<file path="src/rtl/reservation_station.sv">
// Per-FU reservation station: age-ordered entries with CDB wakeup and oldest-ready issue.
// Optional macro RS_WAKEUP_ISSUE_EN lets an entry woken by the current CDB broadcast issue in the same cycle.
package rs_pkg;
    localparam int XLEN         = 32;
    localparam int ROB_TAG_LEN  = 5;
    localparam int ALU_FUNC_LEN = 4;

    typedef logic [ALU_FUNC_LEN-1:0] alu_func_t;

    typedef struct packed {
        logic [1:0]             fu;
        alu_func_t              func;
        logic [ROB_TAG_LEN-1:0] tag_dest;
        logic [ROB_TAG_LEN-1:0] tag_src1;
        logic [ROB_TAG_LEN-1:0] tag_src2;
        logic                   ready_src1;
        logic                   ready_src2;
        logic [XLEN-1:0]        value_src1;
        logic [XLEN-1:0]        value_src2;
        logic [XLEN-1:0]        imm;
        logic [XLEN-1:0]        pc;
    } inst_rs_t;
endpackage

module reservation_station
    import rs_pkg::*;
#(
    parameter int RS_SIZE = 4
) (
    input  logic                   clk,
    input  logic                   reset,
    input  logic                   load,
    input  inst_rs_t               inst_rs,
    output logic                   is_full,
    input  logic                   cdb_valid,
    input  logic [ROB_TAG_LEN-1:0] cdb_tag,
    input  logic [XLEN-1:0]        cdb_value,
    input  logic                   squash,
    output logic                   issue_valid,
    input  logic                   issue_ready,
    output alu_func_t              issue_func,
    output logic [ROB_TAG_LEN-1:0] issue_tag,
    output logic [XLEN-1:0]        issue_src1,
    output logic [XLEN-1:0]        issue_src2,
    output logic [XLEN-1:0]        issue_imm,
    output logic [XLEN-1:0]        issue_pc
);
    typedef struct packed {
        alu_func_t              func;
        logic [ROB_TAG_LEN-1:0] tag_dest;
        logic [ROB_TAG_LEN-1:0] tag1;
        logic [ROB_TAG_LEN-1:0] tag2;
        logic                   rdy1;
        logic                   rdy2;
        logic [XLEN-1:0]        val1;
        logic [XLEN-1:0]        val2;
        logic [XLEN-1:0]        imm;
        logic [XLEN-1:0]        pc;
    } entry_t;

    entry_t [RS_SIZE-1:0]              ent_q, ent_d;
    logic   [RS_SIZE-1:0]              valid_q, valid_d;
    // older_q[i][j] set means entry j was accepted before entry i
    logic   [RS_SIZE-1:0][RS_SIZE-1:0] older_q, older_d;

    logic [RS_SIZE-1:0]           wake1, wake2, cand, sel, alloc_oh;
    logic [RS_SIZE-1:0][XLEN-1:0] op1, op2;
    logic                         load_acc, fire, in_wake1, in_wake2;
    logic                         unused_fu;

    assign unused_fu = ^inst_rs.fu;
    assign is_full   = &valid_q;
    assign load_acc  = load && !is_full && !squash;
    assign fire      = issue_valid && issue_ready;
    assign in_wake1  = cdb_valid && !inst_rs.ready_src1 && (inst_rs.tag_src1 == cdb_tag);
    assign in_wake2  = cdb_valid && !inst_rs.ready_src2 && (inst_rs.tag_src2 == cdb_tag);

    always_comb begin
        wake1 = '0;
        wake2 = '0;
        cand  = '0;
        op1   = '0;
        op2   = '0;
        for (int i = 0; i < RS_SIZE; i++) begin
            wake1[i] = cdb_valid && !ent_q[i].rdy1 && (ent_q[i].tag1 == cdb_tag);
            wake2[i] = cdb_valid && !ent_q[i].rdy2 && (ent_q[i].tag2 == cdb_tag);
`ifdef RS_WAKEUP_ISSUE_EN
            cand[i] = valid_q[i] && (ent_q[i].rdy1 || wake1[i]) && (ent_q[i].rdy2 || wake2[i]);
            op1[i]  = ent_q[i].rdy1 ? ent_q[i].val1 : cdb_value;
            op2[i]  = ent_q[i].rdy2 ? ent_q[i].val2 : cdb_value;
`else
            cand[i] = valid_q[i] && ent_q[i].rdy1 && ent_q[i].rdy2;
            op1[i]  = ent_q[i].val1;
            op2[i]  = ent_q[i].val2;
`endif
        end
    end

    // Oldest candidate: no other candidate is older than it
    always_comb begin
        sel         = '0;
        issue_valid = 1'b0;
        issue_func  = '0;
        issue_tag   = '0;
        issue_src1  = '0;
        issue_src2  = '0;
        issue_imm   = '0;
        issue_pc    = '0;
        for (int i = 0; i < RS_SIZE; i++)
            sel[i] = cand[i] && ((cand & older_q[i]) == '0);
        if (|sel && !squash) begin
            issue_valid = 1'b1;
            for (int i = 0; i < RS_SIZE; i++) begin
                if (sel[i]) begin
                    issue_func = issue_func | ent_q[i].func;
                    issue_tag  = issue_tag  | ent_q[i].tag_dest;
                    issue_src1 = issue_src1 | op1[i];
                    issue_src2 = issue_src2 | op2[i];
                    issue_imm  = issue_imm  | ent_q[i].imm;
                    issue_pc   = issue_pc   | ent_q[i].pc;
                end
            end
        end
    end

    always_comb begin
        alloc_oh = '0;
        for (int i = RS_SIZE-1; i >= 0; i--) begin
            if (!valid_q[i]) begin
                alloc_oh    = '0;
                alloc_oh[i] = 1'b1;
            end
        end
    end

    always_comb begin
        ent_d   = ent_q;
        valid_d = valid_q;
        older_d = older_q;
        if (squash) begin
            valid_d = '0;
            older_d = '0;
        end else begin
            for (int i = 0; i < RS_SIZE; i++) begin
                if (valid_q[i] && wake1[i]) begin
                    ent_d[i].rdy1 = 1'b1;
                    ent_d[i].val1 = cdb_value;
                end
                if (valid_q[i] && wake2[i]) begin
                    ent_d[i].rdy2 = 1'b1;
                    ent_d[i].val2 = cdb_value;
                end
            end
            if (fire)
                valid_d = valid_d & ~sel;
            for (int k = 0; k < RS_SIZE; k++) begin
                if (load_acc && alloc_oh[k]) begin
                    valid_d[k]        = 1'b1;
                    ent_d[k].func     = inst_rs.func;
                    ent_d[k].tag_dest = inst_rs.tag_dest;
                    ent_d[k].tag1     = inst_rs.tag_src1;
                    ent_d[k].tag2     = inst_rs.tag_src2;
                    ent_d[k].rdy1     = inst_rs.ready_src1 || in_wake1;
                    ent_d[k].rdy2     = inst_rs.ready_src2 || in_wake2;
                    ent_d[k].val1     = in_wake1 ? cdb_value : inst_rs.value_src1;
                    ent_d[k].val2     = in_wake2 ? cdb_value : inst_rs.value_src2;
                    ent_d[k].imm      = inst_rs.imm;
                    ent_d[k].pc       = inst_rs.pc;
                    older_d[k]        = valid_q;
                    // A reused slot is younger than everything still resident
                    for (int i = 0; i < RS_SIZE; i++)
                        older_d[i][k] = 1'b0;
                end
            end
        end
    end

    always_ff @(posedge clk or negedge reset) begin
        if (!reset) begin
            ent_q   <= '0;
            valid_q <= '0;
            older_q <= '0;
        end else begin
            ent_q   <= ent_d;
            valid_q <= valid_d;
            older_q <= older_d;
        end
    end
endmodule

</file>
<file path="config.mk">
export PLATFORM = sky130hd
export DESIGN_NAME = reservation_station
export DESIGN_NICKNAME = d
export VERILOG_FILES = /design/src/rtl/reservation_station.sv
export SDC_FILE = /design/constraint.sdc
export NUM_CORES = 2
export LEC_CHECK = 0
export CAP_MARGIN = 20
export CELL_PAD_IN_SITES_DETAIL_PLACEMENT = 1
export CELL_PAD_IN_SITES_GLOBAL_PLACEMENT = 1
export CORE_UTILIZATION = 39
export DETAILED_ROUTE_END_ITERATION = 12
export PLACE_DENSITY = 0.81
export SLEW_MARGIN = 20
export SYNTH_ARGS = -nofsm -noshare
export SYNTH_HDL_FRONTEND = slang
export SYNTH_SLANG_ARGS = --single-unit
</file>
<file path="constraint.sdc">
create_clock -name clk -period 2.4 [get_ports clk]
set_input_delay 0.48 -clock clk [delete_from_list [all_inputs] [get_ports clk]]
set_output_delay 0.48 -clock clk [all_outputs]
set_load 0.05 [all_outputs]
</file>
==> impl_metrics.yaml <==
clocking:
  worstSkewPairLatency_ns: 0.62
  cts_tree: "yes"
  clkSinkCount: 612
  numCtsBuffers: 70
  cts_buffer_depth: 3
  cts.htree.levels: 3
  clk_pin_slew_ns: 0.06
  cts-root-buf: "clkbuf_16"
die:
  rows: 99
  start_util_pct: 39.7
  fp.dieW_um: 275
  die-area_sq_um: 75800
  pin_count: 333
  die_h_um: 275
  coreArea_sq_um: 73500
pwr:
  p_total_mw: 29.8
  p_leak_nw: 18.5
  p_per_area_nw_per_um2: 723
  peakVddDrop_uv: 439
sta:
  slew_headroom_pct: 45.8
  fin_worst_hold_slack_ns: 0.472
  finClkSkew_ns: 0.0282
  setup_viol: 139
  period_share_pct: 137
  fin_tns_setup_ns: -111.30
  fin_crit_ns: 3.28
  hold_violations: 0
  setup_ws_ns: -0.881
  drv_slew: 0
  tightest_slew_ns: 0.813
  fmax_mhz: 305
  rsz0062_at_grt: "true"
synthesis:
  syn_nets: 3404
  async_reset_ff_share_pct: 100
  ys.flop_type: "dfrtp_1"
  synth.most_common_cell: "nand2_1"
  ys_seq_area_share_pct: 52.5
  synth-edff-count: 0
  ys_seq_elements: 612
  yosysTopAreaCell: "dfrtp_1"
  syn_area_per_cell_sq_um: 9.08
  ys_top_cells_by_count: "nand2_1 (1210), dfrtp_1 (612), a22oi_1 (277)"
  synth_cell_type_count: 46
  synth.top_cell.area_share_pct: 52.5
  ys_warn_count: 0
  synth_area_sq_um: 29200
  synthCells: 3210
  ys_top_cells_by_area: "dfrtp_1 (53%), nand2_1 (16%), a22oi_1 (7.1%), mux2i_1 (4.4%), mux2_2 (3.8%)"
finish:
  nets: 3845
  multi_input_area_sq_um: 14800
  regArea_sq_um: 15300
  drive_gt1_share_pct: 23.3
  fillers: 7958
  synthToLayoutAreaGrowth_pct: 41.4
drt:
  drc_errors: 0
  firstDrtPassIters: 5
  vias: 27100
  ant_nets: 0
  viasPerCell: 5.79
  wirelength_um: 120000
  detail_route.iter0.violations: 2230
  avgRoutedWirePerCell_um: 25.6
setup_path:
  arrival_ns: 2.80
  cp_num_buf_inv: 6
  crit_chain: "and3_4 -> a22o_1 -> a211oi_4 -> buf_6 -> o41ai_4 -> buf_6 -> buf_12 -> buf_6 -> buf_12 -> a21oi_4 -> buf_6"
  critPathKind: "reg -> out"
  cp.required_ns: 1.92
  crit_slowest_cell: "dfrtp_1"
  critPathMaxStageDelay_ns: 0.38
  path_max_fanout: 6
  crit_family: "buffers and inverters"
  worst_path_most_repeated_cell: "buf_6"
  critPathCaptureType: "output port"
  startpoint_type: "register"
job:
  max-cap-violations: 0
hold_path:
  min_path_type: "in -> reg"
global_route:
  grt_pass1_wl_um: 180000
  grt_start_max_net_pins: 63
  grt-ovfl-total: 0
  grt_pass1_vias: 30200
  grt_usage_pct: 30.9
  antenna_found_initial: 14
run_status:
  violations: "setup timing"
  status: "complete, but fails checks"
placed_design:
  place_hpwl_um: 72500
  portBuffers: 330
  gp_congestion: 0.834
  place_ws_ns: -0.592
-- routing by layer --
metal	vias up	share of wire, %	global-route usage [%]
met2	1001	49	52.8
met5	-	0.011	0
met3	303	5.9	4.40
met1	14000	41	38.7
met4	2	4.2	13.7
li1	11800	-	-
-- power by group --
| group | total (mW) | switching [mW] | internal, mW |
|---|---|---|---|
| combinational | 5.46 | 3.11 | 2.34 |
| sequential | 13.5 | 1.23 | 12.2 |
| clock | 10.9 | 4.57 | 6.30 |
| total | 29.8 | 8.91 | 20.9 |
-- cells by family (layout without fill, tap and decap cells) --
group           count (synthesis)  after routing  share of synthesized area [%]
simple gates                 1394           1394                           18.5
other cells                     0             12                              0
buf+inv                       248            742                           3.64
mux                           257            257                           9.76
flops                         612            612                           52.5
compound gates                649            649                           14.1
xor+xnor                       50             50                           1.50
-- tightest hold or removal path: cells and delay by family --
family | cells | cell delay (ns)
AND/OR/NAND/NOR | 2 | 0.12
buffers and inverters | 1 | 0.46
-- registers in the layout, indices dropped and copies added, names as in the netlist --
signal	cells
valid_q	4
older_q	12
ent_q	596
-- cell type report --
| cell class | instances | area share [%] |
|---|---|---|
| Clock buffer | 105 | 4.91 |
| Tap cell | 959 | 2.91 |
| Timing Repair Buffer | 609 | 18.4 |
| Inverter | 8 | 0.0820 |
| Multi-Input combinational cell | 2350 | 35.8 |
| Antenna cell | 12 | 0.0729 |
| Sequential cell | 612 | 37.2 |
| Clock inverter | 20 | 0.653 |
-- cell usage in the layout, fill, tap and decap left out, types with 39 or more instances in the layout --
cell	count
buf_6	117
buf_4	140
a21oi_1	76
nand2_1	1210
a22oi_1	242
o21ai_0	66
buf_12	87
dfrtp_1	612
a31oi_1	64
a21oi_4	142
mux2_2	98
mux2i_1	129
clkdlybuf4s50_1	188
buf_8	39
clkbuf_16	78
nor2_1	137
-- stage by stage --
stage	utilization (%)	area, sq um	std cells
final	56.1	41200	4675
after global routing	56.1	41200	4674
after CTS	55.4	40700	4649
after detailed placement	50.3	36900	4488
after global placement	50.3	36900	4488
after floorplan	-	30900	3210
-- final timing paths --
check | start | end | slack, ns | depth (start not counted)
min in group asynchronous | reset | ent_q[282]$_DFFE_PN0P_ | 0.48 | 2
max | ent_q[128]$_DFFE_PN0P_ | issue_src1[12] | -0.88 | 11
min | inst_rs[60] | ent_q[60]$_DFFE_PN0P_ | 0.47 | 3
max reg2reg | valid_q[2]$_DFFE_PN0P_ | ent_q[384]$_DFFE_PN0P_ | -0.03 | 8
max in group asynchronous | reset | ent_q[82]$_DFFE_PN0P_ | 1.14 | 3
min reg2reg | ent_q[465]$_DFFE_PN0P_ | ent_q[465]$_DFFE_PN0P_ | 0.47 | 2
-- repair_timing --
action / CTS / global route
cloned: 13 / 7
setup buffers: 23 / 8
hold buffers: 1 / 0
pin swaps: 18 / 18
endpoints found under the setup margin: 139 / 190
hold endpoints to repair: 33 / 0
resized for setup: 228 / 40
Power figures use the tool's default switching activity.
